`src/rtl/store_write_buffer_pkg.sv`:
```
// rtl/store_write_buffer_pkg.sv - shared datapath widths and drain FSM encoding
package store_write_buffer_pkg;
  localparam int DATA_W = 16;
  localparam int ADDR_W = 16;

  typedef enum logic {
    IDLE  = 1'b0,
    WRITE = 1'b1
  } drain_state_e;
endpackage

```
`src/rtl/store_fwd_match.sv`:
```
// rtl/store_fwd_match.sv - youngest-match search of buffered stores for load forwarding
module store_fwd_match #(
  parameter int DEPTH  = 4,
  parameter int ADDR_W = store_write_buffer_pkg::ADDR_W,
  parameter int DATA_W = store_write_buffer_pkg::DATA_W
) (
  input  logic [ADDR_W-1:0]        ent_addr [DEPTH],
  input  logic [DATA_W-1:0]        ent_data [DEPTH],
  input  logic [DEPTH-1:0]         ent_valid,
  input  logic [$clog2(DEPTH)-1:0] head,
  input  logic [ADDR_W-1:0]        ld_addr,
  output logic                     fwd_hit,
  output logic [DATA_W-1:0]        fwd_data
);
  localparam int PTR_W = $clog2(DEPTH);

  logic [PTR_W-1:0] idx;

  // Walk oldest to youngest so a later match overrides an earlier one.
  always_comb begin
    fwd_hit  = 1'b0;
    fwd_data = '0;
    idx      = '0;
    for (int i = 0; i < DEPTH; i++) begin
      idx = head + PTR_W'(i);
      if (ent_valid[idx] && (ent_addr[idx] == ld_addr)) begin
        fwd_hit  = 1'b1;
        fwd_data = ent_data[idx];
      end
    end
  end
endmodule

```
`src/rtl/store_write_buffer.sv`:
```
// rtl/store_write_buffer.sv - in-order store buffer draining to data memory with load forwarding
module store_write_buffer #(
  parameter int DEPTH  = 4,
  parameter int ADDR_W = store_write_buffer_pkg::ADDR_W,
  parameter int DATA_W = store_write_buffer_pkg::DATA_W
) (
  input  logic                       clk,
  input  logic                       reset,
  input  logic                       st_valid,
  output logic                       st_ready,
  input  logic [ADDR_W-1:0]          st_addr,
  input  logic [DATA_W-1:0]          st_data,
  output logic                       mem_we,
  output logic [ADDR_W-1:0]          mem_addr,
  output logic [DATA_W-1:0]          mem_wdata,
  input  logic                       mem_ack,
  input  logic [ADDR_W-1:0]          ld_addr,
  output logic                       fwd_hit,
  output logic [DATA_W-1:0]          fwd_data,
  output logic                       empty,
  output logic [$clog2(DEPTH):0]     count
);
  import store_write_buffer_pkg::*;

  localparam int PTR_W = $clog2(DEPTH);
  localparam int CNT_W = PTR_W + 1;

  drain_state_e      state_q, state_d;
  logic [PTR_W-1:0]  head_q, head_d, tail_q, tail_d;
  logic [CNT_W-1:0]  count_q, count_d;
  logic [DEPTH-1:0]  valid_q, valid_d;
  logic [ADDR_W-1:0] addr_q [DEPTH];
  logic [ADDR_W-1:0] addr_d [DEPTH];
  logic [DATA_W-1:0] data_q [DEPTH];
  logic [DATA_W-1:0] data_d [DEPTH];
  logic              push, pop;

  // A full buffer refuses stores even when the head is being popped this cycle.
  assign st_ready  = (count_q != CNT_W'(DEPTH));
  assign push      = st_valid && st_ready;
  assign pop       = (state_q == WRITE) && mem_ack;
  assign mem_we    = (state_q == WRITE);
  assign mem_addr  = addr_q[head_q];
  assign mem_wdata = data_q[head_q];
  assign empty     = (count_q == '0);
  assign count     = count_q;

  always_comb begin
    state_d = state_q;
    head_d  = head_q;
    tail_d  = tail_q;
    count_d = count_q;
    valid_d = valid_q;
    addr_d  = addr_q;
    data_d  = data_q;

    if (push) begin
      addr_d[tail_q]  = st_addr;
      data_d[tail_q]  = st_data;
      valid_d[tail_q] = 1'b1;
      tail_d          = tail_q + PTR_W'(1);
    end
    if (pop) begin
      valid_d[head_q] = 1'b0;
      head_d          = head_q + PTR_W'(1);
    end

    case ({push, pop})
      2'b10:   count_d = count_q + CNT_W'(1);
      2'b01:   count_d = count_q - CNT_W'(1);
      default: count_d = count_q;
    endcase

    case (state_q)
      IDLE:  if (count_q != '0) state_d = WRITE;
      WRITE: if (pop && (count_d == '0)) state_d = IDLE;
    endcase
  end

  always_ff @(posedge clk or posedge reset) begin
    if (reset) begin
      state_q <= IDLE;
      head_q  <= '0;
      tail_q  <= '0;
      count_q <= '0;
      valid_q <= '0;
      for (int i = 0; i < DEPTH; i++) begin
        addr_q[i] <= '0;
        data_q[i] <= '0;
      end
    end else begin
      state_q <= state_d;
      head_q  <= head_d;
      tail_q  <= tail_d;
      count_q <= count_d;
      valid_q <= valid_d;
      addr_q  <= addr_d;
      data_q  <= data_d;
    end
  end

  store_fwd_match #(
    .DEPTH  (DEPTH),
    .ADDR_W (ADDR_W),
    .DATA_W (DATA_W)
  ) u_fwd (
    .ent_addr  (addr_q),
    .ent_data  (data_q),
    .ent_valid (valid_q),
    .head      (head_q),
    .ld_addr   (ld_addr),
    .fwd_hit   (fwd_hit),
    .fwd_data  (fwd_data)
  );
endmodule

```
`config.mk`:
```
export PLATFORM = sky130hd
export DESIGN_NAME = store_write_buffer
export DESIGN_NICKNAME = d
export VERILOG_FILES = /design/src/rtl/store_write_buffer_pkg.sv /design/src/rtl/store_fwd_match.sv /design/src/rtl/store_write_buffer.sv
export SDC_FILE = /design/constraint.sdc
export NUM_CORES = 1
export LEC_CHECK = 0
export BUFFER_PORTS_ARGS = -buffer_cell sky130_fd_sc_hd__buf_2
export CAP_MARGIN = 10
export CORE_AREA = 2 2 136 165
export CTS_BUF_LIST = sky130_fd_sc_hd__clkbuf_16
export CTS_CLUSTER_DIAMETER = 50
export DETAILED_ROUTE_END_ITERATION = 7
export DIE_AREA = 0 0 138 167
export PLACE_DENSITY = 0.66
export SLEW_MARGIN = 10
export SYNTH_ARGS = -nofsm -noshare
export SYNTH_HDL_FRONTEND = slang
export SYNTH_SLANG_ARGS = --single-unit
export TNS_END_PERCENT = 100
```
`constraint.sdc`:
```
create_clock -name clk -period 14.95 [get_ports clk]
set_input_delay 2.99 -clock clk [delete_from_list [all_inputs] [get_ports clk]]
set_output_delay 2.99 -clock clk [all_outputs]
set_load 0.1 [all_outputs]
```
==> impl_results.md <==
- Die Area: roughly 23,000 µm²
- DR vias: 7,094
- Initial antenna violation count: 3
- Yosys top cell area share: 0.3391
- Async set-reset flop share out of synthesis: 1.000
- R2R cell count: 12
- CP Data Arrival Time: 6.04 ns
- Post-Synth XOR/XNOR Area: 0.05679
- Required @ worst endpoint: approximately 12 ns
- CORE AREA: 21,410 µm²
- Area Growth Syn to Fin: 11.04%
- Synth Warn #: 0
- Startpoint of the worst hold path: mem_we
- # IOs: 107
- GP Congestion: 0.9096
- Clock Skew: 0.005861 ns
- Met1 Usage GRT: 0.2903
- CTS tree: done
- Post-synth EDFFs: 0
- Post-route ant nets: 0
- Top cells by area, synth: dfrtp_1, mux4_2, mux2_2
- M3 GR Usage: 0.04025
- Count of cell types in the netlist: between 50 and 60
- Footprint of the multi-input gates: 6396 µm²
- Total global routing overflow: 0
- Setup CP Type: reg2out
- Max Slew Vio Count: 0
- Ys flop type: dfrtp_1
- FF/Latch Area: ~3500 µm²
- Clock transition at the registers of the reported paths: ~0.060 ns
- Crit start category: flip-flop
- Post-Synth Simple-Gate Area: 0.06236
- Worst rel slew slack: 0.2473
- Final setup violating endpoints: 0
- Post-DR vias/cell: approximately 6.3
- Clock root cell: clkbuf_16
- # hold bufs at CTS: 0
- Post-CTS Setup Bufs: 0
- Grt peak-use layer: met2
- Status: completed
- Tot GR Track Use: 0.2276
- Number of hold violations in the final report: 0
- Maximum clock frequency: between 0.1 and 0.15 GHz
- Reg-to-Reg End: mem_we
- Post_cts resized: 0
- Die height: 167 µm
- Largest net degree at the start of global routing: 74
- Hold depth: 2
- CTS Buffer Depth: 2
- CP endpoint kind: output pin
- Worst skew pair latency: 0.43 ns
- Via count of the first global-routing pass: roughly 7,200
- Final nets: between 900 and 1,000
- Unrepaired setup endpoints after global routing: no
- Post-DP HPWL: around 17 mm
- Mapped Area: 10,330 µm²
- 1st-pass router iterations: 5
- Total Routed Length: 25.57 mm
- Final min period: approximately 9 ns
- Drt wl/cell: 22.65 µm
- Fillers: roughly 1,800
- FF-to-FF setup slack: between 10 and 15 ns
- Hold Path Class: reg2reg
- Synthesized instance count: 778
- Share of layout cells above drive strength 1: 0.4900
- Measured slew at the worst slew-check pin: around 1.1 ns
- Register bit count reported by yosys: 140
- Reg2reg start: count[0]
- Clock Sinks: 140
- Chip Width: 138 µm
- Sequential fraction of the synthesis area: 0.3391
- Initial Util: 0.4826
- Initial DRC count: 415
- Largest family of logic cells by synthesized area: multiplexers
- M2 GR Usage: 0.3945
- CP max FO: 48
- Cts bufs inserted: 17
- Cell taking the most area after synthesis: dfrtp_1
- H-tree depth: 4
- Syn Nets: 840
- # Max-Cap Violations: 0
- Hold Path End: mem_we
- Post-synthesis adder-cell area fraction: 0.01284
- Post-route setup TNS: 0 ns
- Placement Rows: between 50 and 60
- Post-synthesis mux area share: 0.4317
- First-pass GRT wire length: 40.93 mm
- IO buf count: 106
- Final period util: 0.6038
- Drc violations: 0
- Avg Cell Area, Syn: 13.28 µm²
- Synth Area in Compound Gates: 0.05316
- Final core occ: 0.5359
-- cell usage in the layout (no fill, tap or decap), types with 4 or more instances in the layout --
master / instances
nand4_1: 7
xnor2_1: 51
a21oi_1: 10
ha_1: 8
nand3_1: 8
nand2_1: 29
a311oi_2: 10
mux2i_1: 53
clkbuf_16: 17
nor3_1: 22
dfrtp_1: 138
mux4_2: 109
nand3_2: 10
clkinvlp_4: 4
a311oi_1: 6
clkinv_2: 4
xor2_1: 16
buf_4: 6
mux2_2: 130
nand2_2: 4
buf_2: 106
o21ai_0: 9
inv_1: 15
nor2_1: 23
o211ai_1: 4
nor4_1: 4
-- through the flow --
step | setup WS (ns) | area (µm²) | instances | hold slack [ns]
3_3_place_gp | 6.132 | 10890 | 1095 | 0.5191
5_1_grt | 5.555 | 11470 | 1127 | 0.5459
3_5_place_dp | 6.091 | 10890 | 1095 | 0.5266
6_report | 5.923 | 11470 | 1129 | 0.5318
4_1_cts | 5.876 | 11470 | 1127 | 0.5360
2_1_floorplan | 5.010 | 10330 | 778 | 0.5262
-- layer usage --
layer	routed length, µm	part of all wire
met2	13350	0.52
met3	1424	0.056
met5	0	0
met1	10290	0.40
met4	507	0.020
-- state kept, by name (all words and copies together), names as in the netlist --
| signal | cells |
|---|---|
| valid_q | 4 |
| mem_we | 1 |
| data_q | 64 |
| addr_q | 64 |
| tail_q | 2 |
| count | 3 |
| head_q | 2 |
-- logic make-up (layout without fill, tap and decap cells) --
kind of cell / count (synthesis) / in the layout
adder cells (fa/ha/maj): 10 / 10
AO/OA/AOI/OAI: 63 / 63
buffers and inverters: 86 / 161
other: 0 / 2
flip-flops: 140 / 140
XOR/XNOR: 67 / 67
multiplexers: 293 / 293
AND/OR/NAND/NOR: 119 / 119
-- worst max path at each step --
stage	start	end	slack, ns	depth (start not counted)
2_1_floorplan	ld_addr[0]	fwd_data[0]	5.01	7
3_3_place_gp	ld_addr[11]	fwd_data[3]	6.13	8
3_5_place_dp	ld_addr[11]	fwd_data[3]	6.09	8
4_1_cts	head_q[1]	fwd_data[6]	5.88	11
5_1_grt	head_q[1]	fwd_data[6]	5.55	11
6_report	head_q[1]	fwd_data[6]	5.92	11
-- cell type report --
type | count | area share
multi-input combinational | 552 | 0.5575
sequential | 140 | 0.3060
timing repair buffer | 112 | 0.05016
clock buffer | 17 | 0.03708
tap | 274 | 0.02988
clock inverter | 15 | 0.01298
inverter | 17 | 0.005998
antenna | 2 | 0.0004362
-- synthesized netlist by cell type, types with 6 or more instances --
library cell    n
buf_6           9
xnor2_1        51
a311oi_2       10
buf_1          16
nand3_2        10
buf_2          16
clkbuf_1       16
mux2_2        130
mux2i_1        53
mux4_2        109
a21oi_1        10
o21ai_0         9
a311oi_1        6
nor2_1         23
buf_4          12
nand3_1         8
xor2_1         16
inv_1          16
nand4_1         7
nor3_1         22
dfrtp_1       140
ha_1            9
nand2_1        33
-- worst max-delay path, stage by stage (launching register included) --
cell	delay, ns
dfrtp_4	0.82
inv_1	0.29
ha_4	0.66
buf_4	0.68
mux4_2	0.60
xnor2_1	0.19
nand4_1	0.17
nor4_1	0.44
and2_1	0.79
nor3_1	0.17
a311oi_2	0.26
buf_2	0.48
Power is not shown: default switching activity piles up to over one toggle a cycle in this logic, so the estimate is an artifact.
